==> config.mk <==
export PLATFORM = sky130hd
export DESIGN_NAME = multicycle_controller
export DESIGN_NICKNAME = d
export VERILOG_FILES = /design/src/rtl/multicycle_controller.sv
export SDC_FILE = /design/constraint.sdc
export NUM_CORES = 1
export LEC_CHECK = 0
export ABC_AREA = 0
export CAP_MARGIN = 20
export CELL_PAD_IN_SITES_DETAIL_PLACEMENT = 1
export CELL_PAD_IN_SITES_GLOBAL_PLACEMENT = 2
export CORE_AREA = 3 3 64 66
export DETAILED_ROUTE_END_ITERATION = 7
export DIE_AREA = 0 0 67 69
export PLACE_DENSITY = 0.79
export SETUP_SLACK_MARGIN = 0.02
export SKIP_LAST_GASP = 1
export SYNTH_ARGS = -nofsm -noshare
export SYNTH_HDL_FRONTEND = slang
export SYNTH_SLANG_ARGS = --single-unit
==> constraint.sdc <==
create_clock -name clk -period 2.4 [get_ports clk]
set_input_delay 0.48 -clock clk [delete_from_list [all_inputs] [get_ports clk]]
set_output_delay 0.48 -clock clk [all_outputs]
set_load 0.01 [all_outputs]
==> src/rtl/multicycle_controller.sv <==
// -----------------------------------------------------------------------------
// multicycle_controller
//
// Moore control unit for the multicycle MIPS-subset datapath. It sequences
// fetch, decode, execute, memory and write-back, and drives every datapath
// control input from the current state. The opcode/func fields are read
// from the datapath's IR. The only Mealy output is PCLoad in BRANCH, which
// follows the ALU zero flag.
//
// Ports
//   clk          in   system clock, rising edge
//   rst          in   synchronous active-high reset; forces all outputs to 0
//   opc          in   IR[31:26]
//   func         in   IR[5:0]
//   zero         in   ALU zero flag (current cycle)
//   PCLoad       out  PC load enable
//   IorD         out  memory address select (0 PC, 1 ALUOut)
//   MemRead      out  memory read strobe
//   MemWrite     out  memory write strobe
//   IRWrite      out  IR load enable
//   RegDst       out  write register select (0 rt, 1 rd)
//   JalSig1      out  force write register to r31
//   MemToReg     out  write data select (0 ALUOut, 1 MDR)
//   JalSig2      out  force write data to PC
//   RegWrite     out  register file write enable
//   ALUSrcA      out  ALU A select (0 PC, 1 A)
//   ALUSrcB      out  ALU B select (00 B, 01 4, 10 SE(imm), 11 SE(imm)<<2)
//   ALUOperation out  ALU op (000 AND, 001 OR, 010 ADD, 110 SUB, 111 SLT)
//   PCSrc        out  PC source (00 ALU, 01 jump, 10 ALUOut, 11 A)
// -----------------------------------------------------------------------------
module multicycle_controller (
  input  logic       clk,
  input  logic       rst,
  input  logic [5:0] opc,
  input  logic [5:0] func,
  input  logic       zero,
  output logic       PCLoad,
  output logic       IorD,
  output logic       MemRead,
  output logic       MemWrite,
  output logic       IRWrite,
  output logic       RegDst,
  output logic       JalSig1,
  output logic       MemToReg,
  output logic       JalSig2,
  output logic       RegWrite,
  output logic       ALUSrcA,
  output logic [1:0] ALUSrcB,
  output logic [2:0] ALUOperation,
  output logic [1:0] PCSrc
);

  localparam logic [3:0] S_FETCH    = 4'd0;
  localparam logic [3:0] S_DECODE   = 4'd1;
  localparam logic [3:0] S_MEMADR   = 4'd2;
  localparam logic [3:0] S_MEMREAD  = 4'd3;
  localparam logic [3:0] S_MEMWB    = 4'd4;
  localparam logic [3:0] S_MEMWRITE = 4'd5;
  localparam logic [3:0] S_REXEC    = 4'd6;
  localparam logic [3:0] S_RWB      = 4'd7;
  localparam logic [3:0] S_BRANCH   = 4'd8;
  localparam logic [3:0] S_IEXEC    = 4'd9;
  localparam logic [3:0] S_IWB      = 4'd10;
  localparam logic [3:0] S_JUMP     = 4'd11;
  localparam logic [3:0] S_JAL      = 4'd12;
  localparam logic [3:0] S_JR       = 4'd13;

  localparam logic [5:0] OP_RTYPE = 6'b000000;
  localparam logic [5:0] OP_LW    = 6'b100011;
  localparam logic [5:0] OP_SW    = 6'b101011;
  localparam logic [5:0] OP_BEQ   = 6'b000100;
  localparam logic [5:0] OP_BNE   = 6'b000101;
  localparam logic [5:0] OP_ADDI  = 6'b001000;
  localparam logic [5:0] OP_SLTI  = 6'b001010;
  localparam logic [5:0] OP_J     = 6'b000010;
  localparam logic [5:0] OP_JAL   = 6'b000011;

  localparam logic [5:0] FN_ADD = 6'b100000;
  localparam logic [5:0] FN_SUB = 6'b100010;
  localparam logic [5:0] FN_AND = 6'b100100;
  localparam logic [5:0] FN_OR  = 6'b100101;
  localparam logic [5:0] FN_SLT = 6'b101010;
  localparam logic [5:0] FN_JR  = 6'b001000;

  localparam logic [2:0] ALU_AND = 3'b000;
  localparam logic [2:0] ALU_OR  = 3'b001;
  localparam logic [2:0] ALU_ADD = 3'b010;
  localparam logic [2:0] ALU_SUB = 3'b110;
  localparam logic [2:0] ALU_SLT = 3'b111;

  logic [3:0] state;
  logic [3:0] nextState;
  logic [2:0] rTypeOp;

  // NOTE: state registers use non-blocking assignment so every flop samples
  // the pre-edge value of its inputs, independent of block ordering.
  always_ff @(posedge clk) begin
    if (rst) state <= S_FETCH;
    else     state <= nextState;
  end

  // NOTE: every combinational output gets a default before the case, so no
  // path leaves a signal unassigned and no latch is inferred.
  always_comb begin
    nextState = S_FETCH;
    case (state)
      S_FETCH:  nextState = S_DECODE;
      S_DECODE: begin
        case (opc)
          OP_LW, OP_SW:    nextState = S_MEMADR;
          OP_RTYPE:        nextState = (func == FN_JR) ? S_JR : S_REXEC;
          OP_BEQ, OP_BNE:  nextState = S_BRANCH;
          OP_ADDI, OP_SLTI: nextState = S_IEXEC;
          OP_J:            nextState = S_JUMP;
          OP_JAL:          nextState = S_JAL;
          default:         nextState = S_FETCH;  // unsupported opcode: NOP
        endcase
      end
      S_MEMADR:  nextState = (opc == OP_LW) ? S_MEMREAD : S_MEMWRITE;
      S_MEMREAD: nextState = S_MEMWB;
      S_REXEC:   nextState = S_RWB;
      S_IEXEC:   nextState = S_IWB;
      default:   nextState = S_FETCH;
    endcase
  end

  // Unknown func codes fall back to ADD and still write back.
  always_comb begin
    rTypeOp = ALU_ADD;
    case (func)
      FN_ADD:  rTypeOp = ALU_ADD;
      FN_SUB:  rTypeOp = ALU_SUB;
      FN_AND:  rTypeOp = ALU_AND;
      FN_OR:   rTypeOp = ALU_OR;
      FN_SLT:  rTypeOp = ALU_SLT;
      default: rTypeOp = ALU_ADD;
    endcase
  end

  always_comb begin
    PCLoad       = 1'b0;
    IorD         = 1'b0;
    MemRead      = 1'b0;
    MemWrite     = 1'b0;
    IRWrite      = 1'b0;
    RegDst       = 1'b0;
    JalSig1      = 1'b0;
    MemToReg     = 1'b0;
    JalSig2      = 1'b0;
    RegWrite     = 1'b0;
    ALUSrcA      = 1'b0;
    ALUSrcB      = 2'b00;
    ALUOperation = ALU_AND;
    PCSrc        = 2'b00;
    // Outputs are gated by rst so no write can slip out during reset.
    if (!rst) begin
      case (state)
        S_FETCH: begin
          MemRead      = 1'b1;
          IRWrite      = 1'b1;
          PCLoad       = 1'b1;
          ALUSrcB      = 2'b01;
          ALUOperation = ALU_ADD;
        end
        S_DECODE: begin
          // Precompute the branch target into ALUOut.
          ALUSrcB      = 2'b11;
          ALUOperation = ALU_ADD;
        end
        S_MEMADR: begin
          ALUSrcA      = 1'b1;
          ALUSrcB      = 2'b10;
          ALUOperation = ALU_ADD;
        end
        S_MEMREAD: begin
          IorD    = 1'b1;
          MemRead = 1'b1;
        end
        S_MEMWB: begin
          MemToReg = 1'b1;
          RegWrite = 1'b1;
        end
        S_MEMWRITE: begin
          IorD     = 1'b1;
          MemWrite = 1'b1;
        end
        S_REXEC: begin
          ALUSrcA      = 1'b1;
          ALUOperation = rTypeOp;
        end
        S_RWB: begin
          RegDst   = 1'b1;
          RegWrite = 1'b1;
        end
        S_BRANCH: begin
          ALUSrcA      = 1'b1;
          ALUOperation = ALU_SUB;
          PCSrc        = 2'b10;
          PCLoad       = (opc == OP_BNE) ? ~zero : zero;
        end
        S_IEXEC: begin
          ALUSrcA      = 1'b1;
          ALUSrcB      = 2'b10;
          ALUOperation = (opc == OP_SLTI) ? ALU_SLT : ALU_ADD;
        end
        S_IWB: RegWrite = 1'b1;
        S_JUMP: begin
          PCSrc  = 2'b01;
          PCLoad = 1'b1;
        end
        S_JAL: begin
          // PC already holds PC+4 from FETCH; that value goes to r31.
          PCSrc    = 2'b01;
          PCLoad   = 1'b1;
          JalSig1  = 1'b1;
          JalSig2  = 1'b1;
          RegWrite = 1'b1;
        end
        S_JR: begin
          PCSrc  = 2'b11;
          PCLoad = 1'b1;
        end
        default: ;
      endcase
    end
  end

endmodule
# Yosys cells after proc, flatten, opt, wreduce, memory -nomap -nowiden
# Index checks and enable logic that the tools add are counted.
[op_classes] eq_ne=26 mux=33 bitwise=1 reduce_logical=13
[op_table] operator="4-bit case mux with 6 select lines" n=2
[op_table] operator="6-bit equality test, second input constant" n=6
[op_table] operator="4-bit equality test, second input constant" n=6
[op_table] operator="3-bit case mux with 4 select lines" n=2
[op_table] operator="1-bit 2-to-1 mux" n=20
[op_table] operator="6-bit by 4-bit equality test with 1-bit output, second input constant" n=3
[op_table] operator="4-bit by 3-bit equality test with 1-bit output, second input constant" n=4
[op_table] operator="2-bit OR reduction" n=7
[op_table] operator="6-bit by 2-bit equality test with 1-bit output, second input constant" n=2
[op_table] operator="6-bit by 3-bit equality test with 1-bit output, second input constant" n=2
[op_table] operator="2-bit case mux with 3 select lines" n=2
[op_table] operator="4-bit OR reduction" n=3
[op_table] operator="3-bit 2-to-1 mux" n=3
[op_table] operator="4-bit by 2-bit equality test with 1-bit output, second input constant" n=2
[op_table] operator="6-bit zero test" n=1
[op_table] operator="4-bit by 1-bit equality test with 1-bit output, second input constant" n=1
[op_table] operator="4-bit zero test" n=1
[op_table] operator="2-bit 2-to-1 mux" n=2
[op_table] operator="4-bit 2-to-1 mux" n=1
[op_table] operator="3-bit OR reduction" n=1
[op_table] operator="1-bit case mux with 2 select lines" n=1
[op_table] operator="1-bit NOT" n=1
[word_totals] regBits=4 inputBits=15 output_inout_bits=18 wordCells=74

# Longest topological paths before layout
# Gate-level depths: netlist of run 1.
[logic_depth] ltp_word=4 mapped_depth=5 ltp_nobuf=4

# Worst setup path after synthesis of run 1
# Ideal clock, no wire load.
[synth_timing] kind="input port to output port" startpoint="input port opc[2]" endpoint="output port ALUOperation[2]" arrival_time_ns=1.654 required_time_ns=1.920 slack_ns=0.266 stages=5 n_path_buf=1 path_cell_list="buf_4 > or4_4 > nor3_1 > nand3_1 > a31oi_1"
[synth_via] elab_chain_cells=4
[synth_rtl] item="start: declaration" line_no="34" source="input logic [5:0] opc,"
[synth_rtl] item="6-bit by 4-bit equality test with 1-bit output" line_no="204" source="ALUOperation = (opc == OP_SLTI) ? ALU_SLT : ALU_ADD;"
[synth_rtl] item="3-bit 2-to-1 mux" line_no="204"
[synth_rtl] item="3-bit case mux with 4 select lines" line_no="157" source="case (state)"
[synth_rtl] item="3-bit 2-to-1 mux" line_no="156" source="if (!rst) begin"
[synth_rtl] item="end: declaration" line_no="49" source="output logic [2:0] ALUOperation,"
# No other way between the ends.

# Final worst setup path of run 1
[layout_timing] startpoint="input port zero" endpoint="output port PCLoad"
[layout_via] elab_chain_cells=4
[layout_rtl] item="start: declaration" line_no="36" source="input logic zero,"
[layout_rtl] item="1-bit NOT" line_no="199" source="PCLoad = (opc == OP_BNE) ? ~zero : zero;"
[layout_rtl] item="1-bit 2-to-1 mux *" line_no="199"
[layout_rtl] item="1-bit case mux with 2 select lines *" line_no="157"
[layout_rtl] item="1-bit 2-to-1 mux *" line_no="156"
[layout_rtl] item="end: declaration" line_no="37" source="output logic PCLoad,"
# Mark *: on every way between the ends. The rest lies on a longest branch, timed or not.

==> results.py, run 1 <==
metrics = {
    "critical_path": {
        "crit_top_cell": "a21oi_1",
        "arrival_ns": 1.81,
        "r2r_cells": 6,
        "cp_cell_sequence": "clkdlybuf4s50_1, a21oi_1, or4b_1, a21oi_1, buf_2",
        "cp-start-kind": "input port",
        "critPathRequiredTime_ns": 1.92,
        "path_class": "in -> out",
        "path_max_fanout": 2,
        "cpPeakStageDelay_ns": 0.53,
        "crit_slowest_cell": "or4b_1",
        "critPathCaptureType": "output port",
    },
    "yosys": {
        "synth_compound_area_share_pct": 26.6,
        "synth_top_family_by_area": "simple AND/OR/NAND/NOR gates",
        "synth_fp_nets": 129,
        "muxShareOfSynthArea_pct": 0,
        "synth_warnings": 0,
        "syn-cell-area_um2": 753,
        "synthFlopType": "dfxtp_1",
        "ys_types": 41,
        "ys_seq_area_share_pct": 10.6,
        "synth_fa_ha_area_share_pct": 0,
        "ys_ff_latch": 4,
        "async_reset_ff_share_pct": 0,
        "netlist_instances": 114,
        "synthSimpleGateAreaFrac_pct": 52.2,
        "syn_avg_cell_area_um2": 6.61,
        "synth_edf_count": 0,
        "synth-xor-area-share_pct": 2.33,
    },
    "drt": {
        "drt_iter0_markers": 39,
        "dr.pass1.iters": 4,
        "drc_errors": 0,
        "routed_wl_mm": 3.02,
        "vias": 1047,
        "ant_nets": 0,
        "viasPerCell": 4.89,
        "wl_per_cell_um": 14.1,
    },
    "power": {
        "design_power_total_w": 0.000350,
        "p_per_area_nw_per_um2": 260,
        "peakVddDrop_v": 0.000219,
        "leakage_nw": 0.528,
    },
    "sta": {
        "fin_crit_ns": 2.29,
        "fin_crit_sh_pct": 95.5,
        "hold_viol": 0,
        "slew_viol_final": 0,
        "rsz0062_at_grt": "no",
        "max_clock_freq_mhz": 436,
        "relSlewSlack_pct": 74.7,
        "tightest_slew_ns": 0.376,
        "setup_viol": 0,
        "skew_ns": 0.00117,
        "holdWs_ns": 0.539,
    },
    "run": {
        "drv_cap": 0,
    },
    "layout": {
        "multi_input_area_um2": 652,
        "largest_register_ffs": 4,
        "top_regs": "state: 4 flops",
        "top_register": "state",
        "finish.instance_area_um2": 1350,
        "synthToLayoutAreaGrowth_pct": 79.1,
        "antenna_cells": 0,
        "drive_above_1_share_pct": 32.5,
        "nets": 183,
        "regArea_um2": 82.6,
        "n_fill_cell": 472,
    },
    "clocking": {
        "htreeDepth": 1,
        "clk_latency_ns": 0.21,
        "clock-root-buffer": "clkbuf_8",
        "cts_sinks": 4,
        "cts.clk_slew.worst_paths_ns": 0.03,
        "clock_path_buffers": 2,
        "cts_tree": "built",
        "cts-buffers-inserted": 3,
        "post_cts_buffers": 0,
    },
    "global_route": {
        "antenna_found_initial": 0,
        "grt_use_total_pct": 13.4,
        "grt_pass1_wl_mm": 5.04,
        "grt_max_degree": 17,
        "overflow": 0,
        "grt_pass1_vias": 1071,
    },
    "floorplan": {
        "dieWidth_um": 67,
        "pin_count": 33,
        "die_y_um": 69,
        "start_util_pct": 20.7,
        "core_area_um2": 3630,
        "fp-row-count": 22,
        "dieArea_um2": 4620,
    },
    "worst_hold_path": {
        "hold_depth": 1,
        "worstHoldPathType": "reg -> reg",
    },
    "placed_design": {
        "portBuffers": 32,
        "gp_congestion": 0.831,
        "detailedPlacementHpwl_mm": 2.37,
        "dpl_cell_area_um2": 1280,
    },
    "status": {
        "outcome": "finished, final reports clean",
    },
}
-- cells in the mapped netlist (3+ instances only) --
library cell   n  area share, %
nor3_1        11            7.3
o21bai_1       3            3.0
nand2_1        6            3.0
nor4_1         7            5.8
nand2b_1       7            5.8
nor2_1        15            7.5
a21oi_1        7            4.7
nor2b_1        5            4.2
dfxtp_1        4             11
clkbuf_1       6            3.0
nand3_1        5            3.3
-- path summary, 6_finish.rpt --
kind              startpoint        to  slack (ns)
hold / removal      state[3]  state[0]        0.54
setup / recovery        zero    PCLoad        0.11
setup reg to reg    state[1]  state[1]        0.91
hold reg to reg     state[3]  state[0]        0.54
-- worst max-delay path: cells and delay by family --
kind	cells	cell delay [ns]
compound gates	2	0.17
buf+inv	2	0.62
simple gates	1	0.53
-- cells by family after synthesis --
kind of cell              count (synthesis)
and+or+nand+nor                          69
AOI/OAI and AO/OA                        27
buffers and inverters                    12
DFF                                       4
xor gates and xnor gates                  2
-- cells in the final DEF (no fill, tap or decap), types with 4 or more instances in the layout --
| master | count |
|---|---|
| a21oi_1 | 6 |
| buf_4 | 27 |
| clkdlybuf4s50_1 | 18 |
| dlygate4sd2_1 | 4 |
| nand2_1 | 6 |
| nand2b_1 | 6 |
| nand3_1 | 5 |
| nor2_1 | 14 |
| nor3_1 | 8 |
| nor3_2 | 4 |
| nor4_1 | 7 |
-- metal layers --
metal | wire length [um] | global-route usage [%]
met1 | 1440 | 19.1
met3 | 90 | 1.14
met2 | 1490 | 21.9
met4 | 0 | 2.03
met5 | 0 | 0
-- repair_timing --
item                                    in CTS  in global routing
pin swaps                                    9                  8
resized for setup                           26                 18
hold buffers                                 0                  0
endpoints found under the setup margin      17                 12
endpoints found under the hold margin        0                  0
-- report_power, final --
part | switching [W] | internal [W] | leakage (nW)
combinational | 0.0000665 | 0.0000767 | 0.472
clock | 0.0000297 | 0.000106 | 0.0216
sequential | 0.00000189 | 0.0000691 | 0.0336
-- through the flow --
stage / cells / setup WS, ns / TNS, ns / utilization, %
2_1_floorplan: 114 / 0.266 / 0 / -
3_3_place_gp: 211 / -0.605 / -3.06 / 35.4
3_5_place_dp: 211 / -0.647 / -3.46 / 35.4
4_1_cts: 214 / -0.0380 / -0.0380 / 36.2
5_1_grt: 214 / 0.0143 / 0 / 37.1
6_report: 214 / 0.107 / 0 / 37.1
-- layout make-up --
type	instances	share of cell area, %
timing repair buffer	60	37.8
tap	48	4.45
clock buffer	3	3.06
multi-input combinational	98	48.3
sequential	4	6.12
inverter	1	0.278
(Power assumes the default switching activity.)
==> inputs of run 2 (changes only) <==
Settings changed: GPL_TIMING_DRIVEN set to 0, PLACE_DENSITY 0.79 to 0.8.
==> run 2 against run 1 <==
Effect of this change: combinational power fell by 15%; first-iteration DRC count fell by 10%; sequential cell count did not move; global-route usage fell by 0.16 points; core utilization fell by 3.0 points; hold slack improved by 0.040 ns; count of clock-buffer cells in the layout did not move; non-clock buffer count fell by 18; critical path depth rose by 1; via count fell by 2.5%; clock skew rose by 0.0017 ns.
==> results.py, run 2 (synthesis results as in run 1) <==
metrics = {
    "floorplan": {
        "core_area_um2": 3630,
        "die_y_um": 69,
        "start_util_pct": 20.7,
        "dieArea_um2": 4620,
        "dieWidth_um": 67,
        "fp-row-count": 22,
        "pin_count": 33,
    },
    "placed_design": {
        "detailedPlacementHpwl_mm": 2.20,
        "portBuffers": 29,
        "gp_congestion": 0.803,
        "dpl_cell_area_um2": 1100,
    },
    "critical_path": {
        "critPathRequiredTime_ns": 1.92,
        "reg2reg_slack_ns": 1.07,
        "cpPeakStageDelay_ns": 0.53,
        "cp-start-kind": "input port",
        "path_depth": 6,
        "critical_path.startpoint": "opc[2]",
        "critPathCaptureType": "output port",
        "cp.buffers_inverters": 2,
        "path_class": "in -> out",
        "r2r-end": "state[1]",
        "cpLargestDelayFamily": "simple AND/OR/NAND/NOR gates",
        "r2r_cells": 4,
        "arrival_ns": 1.86,
        "crit_slowest_cell": "or4_4",
        "worstSetupEndpoint": "ALUOperation[0]",
        "path_max_fanout": 10,
        "cp_cell_sequence": "buf_4, or4_4, nor3_2, nand3_1, a21oi_2, clkdlybuf4s15_2",
        "r2r_start": "state[1]",
    },
    "layout": {
        "top_regs": "state: 4 flops",
        "finish.instance_area_um2": 1240,
        "largest_register_ffs": 4,
        "antenna_cells": 0,
        "regArea_um2": 83.8,
        "synthToLayoutAreaGrowth_pct": 64.6,
        "top_register": "state",
        "n_fill_cell": 454,
        "final_cell_mix": "clkdlybuf4s50_1 (17), nor2_1 (14), nor3_1 (8), nand2_1 (6), nor4_1 (6)",
        "multi_input_area_um2": 687,
        "drive_above_1_share_pct": 31.1,
        "final_common_cell": "clkdlybuf4s50_1",
        "nets": 165,
    },
    "sta": {
        "tightest_slew_ns": 0.491,
        "setup_viol": 0,
        "skew_ns": 0.00287,
        "hold_viol": 0,
        "max_clock_freq_mhz": 428,
        "relSlewSlack_pct": 67.0,
        "rsz0062_at_grt": "yes",
        "fin_crit_sh_pct": 97.3,
        "slew_viol_final": 0,
        "fin_crit_ns": 2.34,
    },
    "clocking": {
        "clk_latency_ns": 0.22,
        "htreeDepth": 1,
        "cts-buffers-inserted": 3,
        "cts_sinks": 4,
        "clock_path_buffers": 2,
        "cts-hold-fix-buffers": 0,
        "cts_tree": "built",
        "clock-root-buffer": "clkbuf_8",
        "cts.clk_slew.worst_paths_ns": 0.03,
    },
    "global_route": {
        "overflow": 0,
        "grt_max_degree": 11,
        "grt_use_total_pct": 13.2,
        "grt_pass1_vias": 1050,
        "grt_pass1_wl_mm": 4.89,
        "antenna_found_initial": 0,
    },
    "power": {
        "combPwrFrac_pct": 36.3,
        "p_int_w": 0.000233,
        "swShare_pct": 30.3,
        "design_power_total_w": 0.000334,
        "leakage_nw": 0.436,
        "p_per_area_nw_per_um2": 269,
        "seq_power_share_pct": 21.5,
        "pwr-share-clk_pct": 42.2,
        "switchingPower_w": 0.000101,
        "peakVddDrop_v": 0.000170,
    },
    "drt": {
        "wl_per_cell_um": 14.9,
        "drc_errors": 0,
        "ant_nets": 0,
        "viasPerCell": 5.21,
        "routed_wl_mm": 2.93,
        "vias": 1021,
        "dr.pass1.iters": 4,
        "drt_iter0_markers": 35,
    },
    "worst_hold_path": {
        "worstHoldPathType": "in -> reg",
    },
    "status": {
        "outcome": "finished, final reports clean",
    },
    "run": {
        "drv_cap": 0,
    },
}
[run 2: cell types whose count changed in the layout (fill, tap and decap cells not counted), moves of 2 or more]
cell and change:
nor2b_2 -2, clkbuf_4 +3, buf_6 +2, buf_4 -22, buf_2 +2, clkdlybuf4s15_1 -2
[run 2: power by group through the flow]
stage | Clock [W] | Combinational [W] | Sequential (W)
finish | 0.000141 | 0.000121 | 0.0000716
global route | 0.000151 | 0.000134 | 0.0000720
CTS | 0.000144 | 0.000118 | 0.0000709
detailed placement | 0 | 0.000119 | 0.0000711
global placement | 0 | 0.000117 | 0.0000710
floorplan | 0 | 0.0000608 | 0.0000708
[run 2: worst min path at each step]
stage | startpoint | end | cells after the start
6_report | rst | state[0] | 2
5_1_grt | rst | state[0] | 2
4_1_cts | opc[0] | state[2] | 4
3_5_place_dp | state[0] | state[3] | 2
3_3_place_gp | state[0] | state[3] | 2
2_1_floorplan | state[0] | state[3] | 2
[run 2: layer usage]
layer | track usage [%] | vias up | share of wire, %
met5 | 0 | - | 0
met4 | 4.28 | 0 | 1.3
met3 | 2.44 | 7 | 4.0
met2 | 23.3 | 26 | 50
met1 | 15.7 | 494 | 45
li1 | - | 494 | -
[run 2: final cells by class]
type | count | area share [%]
multi-input cells | 98 | 55.4
repair buffers | 32 | 22.8
flip-flops and latches | 4 | 6.76
plain buffers | 10 | 6.56
well taps | 48 | 4.84
clock buffers | 3 | 3.33
inverters | 1 | 0.303
[run 2: timing repair]
| action | CTS | global route |
|---|---|---|
| pin swaps | 2 | 2 |
| buffers inserted | 1 | 2 |
| endpoints found under the setup margin | 18 | 15 |
| resized for setup | 37 | 29 |
[run 2: metrics by stage]
stage / util, % / worst slack [ns] / cells / hold WS, ns / TNS (ns)
global placement: 30.4 / -0.787 / 191 / 0.648 / -4.86
floorplan: - / 0.266 / 114 / 0.535 / 0
global route: 34.1 / 0.0193 / 196 / 0.604 / 0
finish: 34.1 / 0.0644 / 196 / 0.579 / 0
CTS: 32.4 / -0.129 / 194 / 0.638 / -0.129
detailed placement: 30.4 / -0.818 / 191 / 0.645 / -5.24
==> inputs of run 3 (changes only) <==
Settings changed: CAP_MARGIN 20 to unset.
==> results of run 3 <==
Same layout as run 2: the final DEF is identical, and so are final timing and power.
